<file path="src/rtl/mem_stage_lsu_if.sv">
// EX/MEM inputs, data-memory port and MEM/WB outputs of the MEM-stage load/store unit.
// The master modport is the LSU's view; slave is the surrounding pipeline and memory.
interface mem_stage_lsu_if #(
  parameter int ADDR_W = 32,
  parameter int REG_W  = 4
);
  logic              ex_valid;
  logic              ex_mem_read;
  logic              ex_mem_write;
  logic [1:0]        ex_size;
  logic              ex_signed;
  logic [ADDR_W-1:0] ex_addr;
  logic [31:0]       ex_wdata;
  logic [REG_W-1:0]  ex_rd;
  logic              ex_reg_write;

  logic [ADDR_W-1:0] mem_address;
  logic              mem_we;
  logic [31:0]       mem_write_data;
  logic [31:0]       mem_read_data;

  logic              stall;
  logic              wb_valid;
  logic              wb_reg_write;
  logic [REG_W-1:0]  wb_rd;
  logic [31:0]       wb_data;
  logic              misalign_fault;

  modport master (
    input  ex_valid, ex_mem_read, ex_mem_write, ex_size, ex_signed,
           ex_addr, ex_wdata, ex_rd, ex_reg_write, mem_read_data,
    output mem_address, mem_we, mem_write_data, stall,
           wb_valid, wb_reg_write, wb_rd, wb_data, misalign_fault
  );

  modport slave (
    output ex_valid, ex_mem_read, ex_mem_write, ex_size, ex_signed,
           ex_addr, ex_wdata, ex_rd, ex_reg_write, mem_read_data,
    input  mem_address, mem_we, mem_write_data, stall,
           wb_valid, wb_reg_write, wb_rd, wb_data, misalign_fault
  );
endinterface

</file>
<file path="src/rtl/mem_stage_lsu.sv">
// MEM-stage load/store unit: sub-word load extraction, read-modify-write sub-word stores
// with a one-cycle stall, and the MEM/WB pipeline register.
module mem_stage_lsu #(
  parameter int ADDR_W = 32,
  parameter int REG_W  = 4
) (
  input logic clk,
  input logic reset,
  mem_stage_lsu_if.master bus
);

  typedef enum logic [0:0] {
    ST_IDLE      = 1'b0,
    ST_RMW_WRITE = 1'b1
  } state_t;

  state_t      state_r;
  state_t      state_nxt_s;
  logic [31:0] merge_r;
  logic [31:0] merge_nxt_s;

  logic [1:0]  lane_s;
  logic        size_half_s;
  logic        size_word_s;
  logic        fault_s;
  logic        store_s;
  logic        sub_store_s;
  logic        load_s;
  logic [7:0]  byte_s;
  logic [15:0] half_s;
  logic [31:0] load_data_s;
  logic [31:0] merged_s;
  logic [31:0] wb_data_nxt_s;
  logic        stall_s;
  logic        mem_we_s;
  logic [31:0] mem_wdata_s;

  assign bus.mem_address    = bus.ex_addr;
  assign bus.stall          = stall_s;
  assign bus.mem_we         = mem_we_s;
  assign bus.mem_write_data = mem_wdata_s;

  // Decode access kind, alignment and the load/merge data paths.
  always_comb begin
    lane_s      = bus.ex_addr[1:0];
    size_half_s = (bus.ex_size == 2'b01);
    size_word_s = bus.ex_size[1];
    fault_s     = bus.ex_valid & (bus.ex_mem_read | bus.ex_mem_write) &
                  ((size_half_s & lane_s[0]) | (size_word_s & (lane_s != 2'b00)));
    store_s     = bus.ex_valid & bus.ex_mem_write & ~fault_s;
    sub_store_s = store_s & ~size_word_s;
    load_s      = bus.ex_valid & bus.ex_mem_read & ~bus.ex_mem_write & ~fault_s;

    case (lane_s)
      2'b00:   byte_s = bus.mem_read_data[7:0];
      2'b01:   byte_s = bus.mem_read_data[15:8];
      2'b10:   byte_s = bus.mem_read_data[23:16];
      2'b11:   byte_s = bus.mem_read_data[31:24];
      default: byte_s = 8'h00;
    endcase
    if (lane_s[1]) begin
      half_s = bus.mem_read_data[31:16];
    end else begin
      half_s = bus.mem_read_data[15:0];
    end

    case (bus.ex_size)
      2'b00:   load_data_s = {{24{bus.ex_signed & byte_s[7]}}, byte_s};
      2'b01:   load_data_s = {{16{bus.ex_signed & half_s[15]}}, half_s};
      default: load_data_s = bus.mem_read_data;
    endcase

    // Old word with only the addressed lane(s) replaced by the store data.
    merged_s = bus.mem_read_data;
    if (size_half_s) begin
      if (lane_s[1]) begin
        merged_s[31:16] = bus.ex_wdata[15:0];
      end else begin
        merged_s[15:0] = bus.ex_wdata[15:0];
      end
    end else begin
      case (lane_s)
        2'b00:   merged_s[7:0]   = bus.ex_wdata[7:0];
        2'b01:   merged_s[15:8]  = bus.ex_wdata[7:0];
        2'b10:   merged_s[23:16] = bus.ex_wdata[7:0];
        2'b11:   merged_s[31:24] = bus.ex_wdata[7:0];
        default: merged_s        = bus.mem_read_data;
      endcase
    end

    if (fault_s) begin
      wb_data_nxt_s = 32'h0000_0000;
    end else if (load_s) begin
      wb_data_nxt_s = load_data_s;
    end else begin
      wb_data_nxt_s = 32'(bus.ex_addr);
    end
  end

  // Next-state and memory-port control for the read-modify-write sequence.
  always_comb begin
    state_nxt_s = state_r;
    merge_nxt_s = merge_r;
    stall_s     = 1'b0;
    mem_we_s    = 1'b0;
    mem_wdata_s = bus.ex_wdata;
    case (state_r)
      ST_IDLE: begin
        if (sub_store_s) begin
          stall_s     = 1'b1;
          merge_nxt_s = merged_s;
          state_nxt_s = ST_RMW_WRITE;
        end else begin
          mem_we_s = store_s & ~reset;
        end
      end
      ST_RMW_WRITE: begin
        mem_we_s    = ~reset;
        mem_wdata_s = merge_r;
        state_nxt_s = ST_IDLE;
      end
      default: begin
        state_nxt_s = ST_IDLE;
      end
    endcase
  end

  // FSM state and merge buffer.
  always_ff @(posedge clk) begin
    if (reset) begin
      state_r <= ST_IDLE;
      merge_r <= 32'h0000_0000;
    end else begin
      state_r <= state_nxt_s;
      merge_r <= merge_nxt_s;
    end
  end

  // MEM/WB register: bubble on the stall cycle, store completion on the write cycle.
  always_ff @(posedge clk) begin
    if (reset) begin
      bus.wb_valid       <= 1'b0;
      bus.wb_reg_write   <= 1'b0;
      bus.wb_rd          <= {REG_W{1'b0}};
      bus.wb_data        <= 32'h0000_0000;
      bus.misalign_fault <= 1'b0;
    end else if (stall_s) begin
      bus.wb_valid       <= 1'b0;
      bus.wb_reg_write   <= 1'b0;
      bus.misalign_fault <= 1'b0;
    end else if (state_r == ST_RMW_WRITE) begin
      bus.wb_valid       <= 1'b1;
      bus.wb_reg_write   <= 1'b0;
      bus.wb_rd          <= bus.ex_rd;
      bus.wb_data        <= wb_data_nxt_s;
      bus.misalign_fault <= 1'b0;
    end else begin
      bus.wb_valid       <= bus.ex_valid;
      bus.wb_reg_write   <= bus.ex_valid & bus.ex_reg_write & ~fault_s;
      bus.wb_rd          <= bus.ex_rd;
      bus.wb_data        <= wb_data_nxt_s;
      bus.misalign_fault <= fault_s;
    end
  end

endmodule
</file>
<file path="src/flat_wrapper.sv">
// flat-port wrapper written by rule: the top's interface ports become plain ports
module mem_stage_lsu_flat 
#(
  parameter int ADDR_W = 32,
  parameter int REG_W  = 4
)
  (clk, reset, bus_ex_valid, bus_ex_mem_read, bus_ex_mem_write, bus_ex_size, bus_ex_signed, bus_ex_addr, bus_ex_wdata, bus_ex_rd, bus_ex_reg_write, bus_mem_read_data, bus_mem_address, bus_mem_we, bus_mem_write_data, bus_stall, bus_wb_valid, bus_wb_reg_write, bus_wb_rd, bus_wb_data, bus_misalign_fault);
  mem_stage_lsu_if #(.ADDR_W(ADDR_W), .REG_W(REG_W)) bus_i ();
  input logic clk;
  input logic reset;
  input wire logic [$bits(bus_i.ex_valid)-1:0] bus_ex_valid;
  input wire logic [$bits(bus_i.ex_mem_read)-1:0] bus_ex_mem_read;
  input wire logic [$bits(bus_i.ex_mem_write)-1:0] bus_ex_mem_write;
  input wire logic [$bits(bus_i.ex_size)-1:0] bus_ex_size;
  input wire logic [$bits(bus_i.ex_signed)-1:0] bus_ex_signed;
  input wire logic [$bits(bus_i.ex_addr)-1:0] bus_ex_addr;
  input wire logic [$bits(bus_i.ex_wdata)-1:0] bus_ex_wdata;
  input wire logic [$bits(bus_i.ex_rd)-1:0] bus_ex_rd;
  input wire logic [$bits(bus_i.ex_reg_write)-1:0] bus_ex_reg_write;
  input wire logic [$bits(bus_i.mem_read_data)-1:0] bus_mem_read_data;
  output wire logic [$bits(bus_i.mem_address)-1:0] bus_mem_address;
  output wire logic [$bits(bus_i.mem_we)-1:0] bus_mem_we;
  output wire logic [$bits(bus_i.mem_write_data)-1:0] bus_mem_write_data;
  output wire logic [$bits(bus_i.stall)-1:0] bus_stall;
  output wire logic [$bits(bus_i.wb_valid)-1:0] bus_wb_valid;
  output wire logic [$bits(bus_i.wb_reg_write)-1:0] bus_wb_reg_write;
  output wire logic [$bits(bus_i.wb_rd)-1:0] bus_wb_rd;
  output wire logic [$bits(bus_i.wb_data)-1:0] bus_wb_data;
  output wire logic [$bits(bus_i.misalign_fault)-1:0] bus_misalign_fault;
  assign bus_i.ex_valid = bus_ex_valid;
  assign bus_i.ex_mem_read = bus_ex_mem_read;
  assign bus_i.ex_mem_write = bus_ex_mem_write;
  assign bus_i.ex_size = bus_ex_size;
  assign bus_i.ex_signed = bus_ex_signed;
  assign bus_i.ex_addr = bus_ex_addr;
  assign bus_i.ex_wdata = bus_ex_wdata;
  assign bus_i.ex_rd = bus_ex_rd;
  assign bus_i.ex_reg_write = bus_ex_reg_write;
  assign bus_i.mem_read_data = bus_mem_read_data;
  assign bus_mem_address = bus_i.mem_address;
  assign bus_mem_we = bus_i.mem_we;
  assign bus_mem_write_data = bus_i.mem_write_data;
  assign bus_stall = bus_i.stall;
  assign bus_wb_valid = bus_i.wb_valid;
  assign bus_wb_reg_write = bus_i.wb_reg_write;
  assign bus_wb_rd = bus_i.wb_rd;
  assign bus_wb_data = bus_i.wb_data;
  assign bus_misalign_fault = bus_i.misalign_fault;
  mem_stage_lsu #(.ADDR_W(ADDR_W), .REG_W(REG_W)) u_core (.clk(clk), .reset(reset), .bus(bus_i));
endmodule
</file>
<file path="config.mk">
export PLATFORM = sky130hd
export DESIGN_NAME = mem_stage_lsu_flat
export DESIGN_NICKNAME = d
export VERILOG_FILES = /design/src/rtl/mem_stage_lsu_if.sv /design/src/rtl/mem_stage_lsu.sv /design/src/flat_wrapper.sv
export SDC_FILE = /design/constraint.sdc
export NUM_CORES = 1
export LEC_CHECK = 0
export ABC_CLOCK_PERIOD_IN_PS = 1730
export BUFFER_PORTS_ARGS = -buffer_cell sky130_fd_sc_hd__buf_2
export CAP_MARGIN = 10
export CORE_ASPECT_RATIO = 1.75
export CORE_MARGIN = 2
export CORE_UTILIZATION = 43
export DETAILED_ROUTE_END_ITERATION = 12
export GPL_ROUTABILITY_DRIVEN = 0
export PLACE_DENSITY = 0.75
export REMOVE_ABC_BUFFERS = 1
export SYNTH_ARGS = -nofsm -noshare
export SYNTH_HDL_FRONTEND = slang
export SYNTH_SLANG_ARGS = --single-unit
</file>
<file path="constraint.sdc">
create_clock -name clk -period 1.73 [get_ports clk]
set_input_delay 0.346 -clock clk [delete_from_list [all_inputs] [get_ports clk]]
set_output_delay 0.346 -clock clk [all_outputs]
set_load 0.05 [all_outputs]
</file>
==> results of run 1 <==
-- flip-flops by register name, summed over array words and instances (netlist names) --
signal,flops
u_core.bus.wb_rd,4
u_core.merge_r,32
u_core.bus.misalign_fault,1
u_core.bus.wb_data,32
u_core.bus.wb_reg_write,1
u_core.state_r,1
u_core.bus.wb_valid,1
-- power breakdown --
| part | switching, mW | total, mW | internal (mW) |
|---|---|---|---|
| sequential | 0.0621 | 1.83 | 1.76 |
| combinational | 1.08 | 1.64 | 0.561 |
| clock | 0.661 | 1.70 | 1.04 |
-- area by class of cell --
class | count | area (sq um) | share of cell area, %
Antenna cell | 1 | 2.50 | 0.0402
Clock buffer | 15 | 268 | 4.31
Inverter | 5 | 18.8 | 0.302
Multi-Input combinational cell | 370 | 2590 | 41.6
Sequential cell | 72 | 1450 | 23.2
Tap cell | 127 | 159 | 2.56
Timing Repair Buffer | 260 | 1740 | 27.9
-- cell families (layout without fill, tap and decap cells) --
logic type,count (synthesis),after routing,share of synthesized area [%]
flops,72,72,32.1
simple gates,175,175,19.0
compound gates,133,133,22.9
buf+inv,85,280,11.0
other cells,0,1,0
mux,62,62,15.1
-- timing repair --
item,in CTS,in global routing
resized for setup,60,10
setup endpoints to repair,33,34
setup buffers,0,1
-- critical path, delay by kind of cell (launching register included) --
kind	cells	cell delay, ns
flip-flops	1	0.36
multiplexers	1	0.38
buffers and inverters	2	0.35
-- metal layers --
layer | part of all wire (%) | routed length [um] | vias up | GRT usage (%)
met5 | 0 | 0 | - | 0
met4 | 4.9 | 802 | 0 | 17.7
met3 | 6.1 | 997 | 48 | 5.53
met2 | 53 | 8670 | 219 | 49.9
met1 | 36 | 5830 | 2306 | 30.5
li1 | - | - | 2328 | -
-- final timing paths --
check | startpoint | endpoint | slack [ns] | cells past startpoint
setup reg to reg | u_core.state_r | u_core.merge_r[29] | 0.08 | 5
hold reg to reg | u_core.bus.wb_rd[2] | u_core.bus.wb_rd[2] | 0.46 | 2
setup / recovery | u_core.state_r | bus_mem_write_data[6] | -0.06 | 3
hold / removal | bus_ex_rd[0] | u_core.bus.wb_rd[0] | 0.26 | 3
-- cell usage in the layout, fill, tap and decap left out, drive strengths merged, types with 2 or more instances in the layout --
cell type	Yosys	final
nor3	18	18
a31oi	2	2
o211ai	4	4
inv	5	5
buf	55	260
a21oi	8	8
mux2i	27	27
a221oi	16	16
nand3b	9	9
dfxtp	72	72
a32oi	16	16
and3	4	4
o2111ai	8	8
nand2b	12	12
clkbuf	25	15
nand3	23	23
and2	2	2
nand2	54	54
o21ai	16	16
a32o	10	10
nor2b	7	7
mux2	34	34
a211oi	18	18
nand4	3	3
o31ai	3	3
a22oi	24	24
o221ai	3	3
nor2	38	38
-- metrics by stage --
stage	setup TNS [ns]	worst slack [ns]	util (%)
final	-0.706	-0.0586	60.7
after floorplan	-71.58	-1.13	-
after global routing	-1.51	-0.0828	60.7
after global placement	-2.45	-0.151	55.9
after CTS	-0.881	-0.0546	60.3
after detailed placement	-4.06	-0.188	55.9
==> flow_summary.yaml, run 1 <==
run_status:
  status: "complete, but fails checks"
  violations: "negative setup slack"
placement:
  portBuffers: 213
  place_area_sq_um: 5720
  dp_hpwl_mm: 12.7
  dp_cells: 833
setup_path:
  worst-path-max-fanout: 26
  critical_path.endpoint_type: "output pin"
  critical_path_arrival_ns: 1.44
  path_class: "flop to output pin"
  worst_path_largest_cell_delay_ns: 0.38
  required_ns: 1.38
  cp_slowest_cell: "mux2_2"
  crit_chain: "buf_12, mux2_2, buf_6"
  cp-start-kind: "flop"
logic_synthesis:
  synthFlopType: "dfxtp_1"
  synth-seq-area-share_pct: 32.1
  synth_most_common_cell: "dfxtp_1"
  synth_edf_count: 0
  synth_warnings: 0
  synth_seq_cells: 72
  synth_area_per_cell_sq_um: 8.52
  synthCells: 527
  async_reset_ff_share_pct: 0
  synth_area_sq_um: 4490
  synth_common_cells: "72 x dfxtp_1, 54 x nand2_1, 38 x nor2_1"
  ys_types: 48
  synth.area.top_cells: "dfxtp_1 32%, mux2_2 8.5%, mux2i_1 6.0%"
  yosysTopAreaCell: "dfxtp_1"
  netlist.area_leader.share_pct: 32.1
cts:
  clk_transition_reported_paths_ns: 0.05
  clk_latency_ns: 0.33
  cts_made_buffers: 9
  h-tree-depth: 3
  cts_tree: "done"
  cts-root-buf: "clkbuf_16"
  cts_buffer_depth: 2
  cts.sinks: 72
  hold_buffers: 0
sta:
  hold_ws_ns: 0.261
  fin_crit_ns: 1.79
  hold_violations: 0
  relSlewSlack_pct: 54.8
  skew_ns: 0.00403
  slew_viol_final: 0
  finalSetupViolCount: 21
  rsz0062_at_grt: "true"
  layout_setup_ws_ns: -0.0586
  period_share_pct: 103
  tightest_slew_ns: 0.674
  max_clock_freq_mhz: 559
floorplanning:
  die_w_um: 81.2
  die_area_sq_um: 11300
  die_y_um: 139
  pin_count: 214
  initial_utilization_pct: 43.8
  std_cell_rows: 49
  core-area_sq_um: 10200
route:
  drt_iter0_drc: 488
  routed_via_density: 5.77
  dr.pass1.iters: 5
  via_count: 4901
  ant_nets: 0
  wl_per_cell_um: 19.2
  totalWireLength_mm: 16.3
  drc: 0
final_layout:
  synthToLayoutAreaGrowth_pct: 38.5
  final_nets: 827
  drive_gt1_share_pct: 43.5
  n_fill_cell: 920
  fin_cells: 850
  fin_area_sq_um: 6220
power:
  power_density_nw_per_um2: 831
  leakage_nw: 2.80
  p_total_mw: 5.17
  vdd_drop_max_uv: 550
grt:
  grt_pass1_vias: 4914
  antenna_found_initial: 1
  grt_overflow: 0
  grtUsageTotal_pct: 28.6
  grt_pass1_wl_mm: 25.0
  grt_max_degree: 50
hold_path:
  min_path_type: "input pin to flop"
job:
  max_cap_violations: 0
No activity file was read; power rests on OpenSTA's default activity.
==> run 2, diff against run 1 <==
- ABC_AREA: unset -> 1
- CORE_UTILIZATION: 43 -> 44
==> flow_summary.yaml, run 2 <==
run_status:
  status: "completed"
sta:
  relSlewSlack_pct: 70.1
  finalSetupViolCount: 0
  hold_violations: 0
  tns_ns: 0
  fin_crit_ns: 1.72
  skew_ns: 0.00241
  rsz0062_at_grt: "true"
  period_share_pct: 99.2
  tightest_slew_ns: 0.448
  slew_viol_final: 0
  hold_ws_ns: 0.220
  max_clock_freq_mhz: 583
  layout_setup_ws_ns: 0.0138
setup_path:
  worst_path_largest_cell_delay_ns: 0.40
  cp-start-kind: "flop"
  critical_path_arrival_ns: 1.37
  required_ns: 1.38
  path_delay_family: "flip-flops"
  reg2reg_from: "u_core.state_r"
  reg2regPathDepth: 5
  worst-path-max-fanout: 16
  critical_path.endpoint_type: "output pin"
  cp_common_cell: "buf_6"
  cp_num_buf_inv: 2
  r2r-end: "u_core.merge_r[6]"
  path_class: "flop to output pin"
  ff2ff_setup_slack_ns: 0.26
  cp_slowest_cell: "dfxtp_4"
  crit_chain: "buf_6, nand2_1, o21ai_1, buf_6"
logic_synthesis:
  synth.area.top_cells: "dfxtp_1 29%, nand2_1 22%, o21ai_0 13%"
  synthCells: 840
  synth-seq-area-share_pct: 28.9
  synth_edf_count: 0
  synth_area_per_cell_sq_um: 5.95
  synth_warnings: 0
  netlist.area_leader.share_pct: 28.9
  synth_most_common_cell: "nand2_1"
  synthFlopType: "dfxtp_1"
  async_reset_ff_share_pct: 0
  synth_area_sq_um: 5000
  synth_common_cells: "295 x nand2_1, 129 x o21ai_0, 72 x dfxtp_1"
  yosysTopAreaCell: "dfxtp_1"
  synth_seq_cells: 72
  ys_types: 32
final_layout:
  final_nets: 1141
  fin_area_sq_um: 6630
  final_util_pct: 59.7
  n_fill_cell: 1163
  final_cell_mix: "295 x nand2_1, 185 x buf_2, 117 x o21ai_0, 71 x dfxtp_1, 62 x a21oi_1"
  multi_input_area_sq_um: 2860
  fin_cells: 1171
  reg_top3: "u_core.bus.wb_data (32), u_core.merge_r (32), u_core.bus.wb_rd (4)"
  synthToLayoutAreaGrowth_pct: 32.8
  drive_gt1_share_pct: 29.5
  ff_latch_area_sq_um: 1450
  mostFrequentLayoutCell: "nand2_1"
floorplanning:
  die_w_um: 84.6
  std_cell_rows: 51
  die_area_sq_um: 12300
  die_y_um: 145
  initial_utilization_pct: 45.0
  core-area_sq_um: 11100
  pin_count: 214
grt:
  grt_overflow: 0
  grt_pass1_vias: 5550
  grt_pass1_wl_mm: 27.6
  grtUsageTotal_pct: 27.7
  grt_max_degree: 37
  antenna_found_initial: 3
placement:
  dp_slack_ns: -0.0719
  portBuffers: 213
  place_area_sq_um: 6240
  dp_cells: 1152
  dp_hpwl_mm: 13.3
hold_path:
  min_path_cells: 2
  hold_end: "u_core.bus.wb_rd[1]"
  hp-start: "bus_ex_rd[1]"
  min_path_type: "input pin to flop"
route:
  routed_via_density: 5.22
  dr.pass1.iters: 8
  drc: 0
  via_count: 6107
  drt_iter0_drc: 460
  totalWireLength_mm: 17.6
  wl_per_cell_um: 15.0
  ant_nets: 0
cts:
  cts.sinks: 72
  clk_transition_reported_paths_ns: 0.05
  cts_made_buffers: 9
  cts_tree: "done"
  cts-root-buf: "clkbuf_16"
  h-tree-depth: 3
  cts_buffer_depth: 2
  hold_buffers: 0
  clk_latency_ns: 0.34
job:
  max_cap_violations: 0
power:
  leakage_nw: 3.49
  power_density_nw_per_um2: 783
  p_total_mw: 5.19
  vdd_drop_max_uv: 665
==> run 2: cell families after synthesis <==
logic type / synth area share, %
AO/OA/AOI/OAI: 23.9
buffers and inverters: 14.1
flip-flops: 28.9
AND/OR/NAND/NOR: 33.2
==> run 2: how the worst max path moves through the flow <==
stage	start	endpoint	slack [ns]	cells past startpoint
after floorplan	u_core.state_r	bus_mem_write_data[16]	-1.12	2
after global placement	bus_ex_addr[1]	u_core.bus.wb_data[16]	-0.02	10
after detailed placement	bus_ex_addr[1]	u_core.bus.wb_data[16]	-0.07	10
after CTS	u_core.state_r	bus_mem_write_data[23]	-0.03	5
after global routing	u_core.state_r	bus_mem_write_data[23]	-0.04	4
final	u_core.state_r	bus_mem_write_data[7]	0.01	4
==> run 2: final cells by class <==
type,count,share of cell area [%]
clock buffers,15,4.04
multi-input cells,625,43.0
inverters,61,3.49
diodes,3,0.113
repair buffers,263,25.0
flip-flops and latches,72,21.8
well taps,132,2.49
==> run 2: routing by layer <==
layer	up-vias	routed length, um	global-route usage [%]
met3	36	1200	3.13
li1	3086	-	-
met4	0	570	12.6
met2	287	9210	50.3
met5	-	0	0
met1	2698	6570	31.6
==> run 2: what timing repair did <==
action | CTS | global route
cloned | 0 | 1
setup buffers | 0 | 0
resized for setup | 26 | 21
setup endpoints to repair | 34 | 28
==> run 2: report_power, final <==
part	switching, mW	leakage, nW	internal (mW)
clock network	0.682	0.130	1.04
registers	0.0398	0.591	1.75
logic	1.17	2.77	0.513
total	1.89	3.49	3.30
==> run 2: worst reg2reg max path, cell delays in order, from the launching register on <==
cell     delay [ns]
dfxtp_4        0.38
nor2_1         0.19
nand3_4        0.16
nor2_4         0.19
buf_4          0.30
a22o_1         0.20
==> run 3, diff against run 2 <==
- ABC_AREA: 1 -> unset
- CTS_BUF_LIST: unset -> sky130_fd_sc_hd__clkbuf_8
- PLACE_DENSITY: 0.75 -> 0.77
==> flow_summary.yaml, run 3 (same netlist as run 1, synthesis figures left out) <==
run_status:
  status: "complete, but fails checks"
  violations: "negative setup slack"
cts:
  clk_latency_ns: 0.36
  cts-root-buf: "clkbuf_8"
  cts_made_buffers: 9
  cts.sinks: 72
  cts_setup_buffers: 0
  h-tree-depth: 3
  hold_buffers: 0
  clk_transition_reported_paths_ns: 0.07
  cts_tree: "done"
  cts_buffer_depth: 2
setup_path:
  reg2reg_from: "u_core.state_r"
  critical_path_arrival_ns: 1.51
  endpoint: "bus_mem_write_data[28]"
  crit_cells: 3
  reg2regPathDepth: 6
  r2r-end: "u_core.merge_r[5]"
  cp-start-kind: "flop"
  worst-path-max-fanout: 11
  cp_num_buf_inv: 2
  startpoint: "u_core.state_r"
  crit_chain: "buf_6, mux2_2, buf_4"
  path_delay_family: "flip-flops"
  required_ns: 1.38
  critical_path.endpoint_type: "output pin"
  path_class: "flop to output pin"
  worst_path_largest_cell_delay_ns: 0.42
  ff2ff_setup_slack_ns: 0.10
  cp_slowest_cell: "dfxtp_4"
final_layout:
  mostFrequentLayoutCell: "buf_2"
  final_nets: 831
  synthToLayoutAreaGrowth_pct: 38.7
  drive_gt1_share_pct: 44.4
  final_cell_mix: "179 x buf_2, 71 x dfxtp_1, 54 x nand2_1, 49 x buf_4, 38 x nor2_1"
  final_util_pct: 62.8
  reg_top3: "u_core.bus.wb_data (32), u_core.merge_r (32), u_core.bus.wb_rd (4)"
  antenna_cells: 0
sta:
  layout_setup_ws_ns: -0.128
  period_share_pct: 107
  tightest_slew_ns: 0.642
  slew_viol_final: 0
  hold_ws_ns: 0.230
  tns_ns: -2.46
  finalSetupViolCount: 34
  rsz0062_at_grt: "true"
  relSlewSlack_pct: 57.1
  fin_crit_ns: 1.86
  hold_violations: 0
  max_clock_freq_mhz: 538
  skew_ns: 0.00754
floorplanning:
  die_area_sq_um: 11100
  initial_utilization_pct: 45.3
  core-area_sq_um: 9910
  die_w_um: 80.4
  pin_count: 214
  std_cell_rows: 48
  die_y_um: 138
job:
  max_cap_violations: 0
route:
  ant_nets: 0
  routed_via_density: 5.80
  wl_per_cell_um: 18.9
  totalWireLength_mm: 16.1
  drt_iter0_drc: 456
  via_count: 4941
  dr.pass1.iters: 6
  drc: 0
grt:
  grt_max_degree: 50
  grt_pass1_vias: 4891
  grt_overflow: 0
  grtUsageTotal_pct: 28.9
  antenna_found_initial: 0
  grt_pass1_wl_mm: 24.3
power:
  leakage_nw: 2.83
  vdd_drop_max_uv: 531
  power_density_nw_per_um2: 801
placement:
  dp_hpwl_mm: 12.6
  portBuffers: 213
hold_path:
  min_path_cells: 3
  min_path_type: "input pin to flop"
[run 3: cell types whose count changed in the layout (fill, tap and decap cells not counted), sizes merged, moves of 16 or more]
cell,delta
mux2,+34
mux2i,+27
a21oi,-55
a221oi,+16
a22oi,+24
a211oi,+17
inv,-55
o21ai,-124
nor3,+16
nand2,-246
a32oi,+16
[run 3: worst min-delay path by stage]
stage / startpoint / endpoint / slack (ns)
global placement: u_core.bus.wb_data[2] / u_core.bus.wb_data[2] / 0.44
floorplan: reset / u_core.bus.wb_rd[0] / 0.42
finish: bus_ex_rd[3] / u_core.bus.wb_rd[3] / 0.23
global route: bus_ex_rd[3] / u_core.bus.wb_rd[3] / 0.23
CTS: bus_ex_rd[3] / u_core.bus.wb_rd[3] / 0.22
detailed placement: u_core.bus.wb_data[2] / u_core.bus.wb_data[2] / 0.44
[run 3: cell type report]
cell class	count	area, sq um
multi-input cells	370	2610
clock inverters	1	30.0
inverters	5	18.8
clock buffers	15	206
fillers	882	3680
flip-flops and latches	72	1450
repair buffers	264	1760
well taps	125	156
[run 3: repair_timing]
action,in CTS,in global routing
resized for setup,65,12
pin swaps,0,0
gates cloned,1,0
setup endpoints to repair,34,41
[run 3: stage by stage]
stage	setup slack, ns	instances	cell area [sq um]	power [mW]
6_report	-0.128	852	6230	4.99
5_1_grt	-0.174	852	6230	5.18
4_1_cts	-0.125	852	6180	4.98
3_5_place_dp	-0.199	835	5720	3.40
3_3_place_gp	-0.133	835	5720	3.38
2_1_floorplan	-1.13	447	4020	2.66
[run 3: worst reg2reg max path: stages, from the launching register on]
cell,delay [ns]
dfxtp_4,0.39
nand3b_1,0.21
or2_1,0.26
inv_2,0.09
buf_4,0.27
nor2_1,0.10
a211oi_1,0.22
[run 3: metal layers]
layer | track usage (%) | vias to the layer above | wire, um
li1 | - | 2327 | -
met1 | 30.6 | 2281 | 5610
met2 | 52.2 | 275 | 8600
met3 | 5.44 | 58 | 1070
met4 | 16.9 | 0 | 856
met5 | 0 | - | 0
[run 3: where the power goes]
group	total, mW	internal, mW	switching (mW)
registers	1.82	1.76	0.0624
logic	1.64	0.565	1.07
clock network	1.53	0.903	0.626
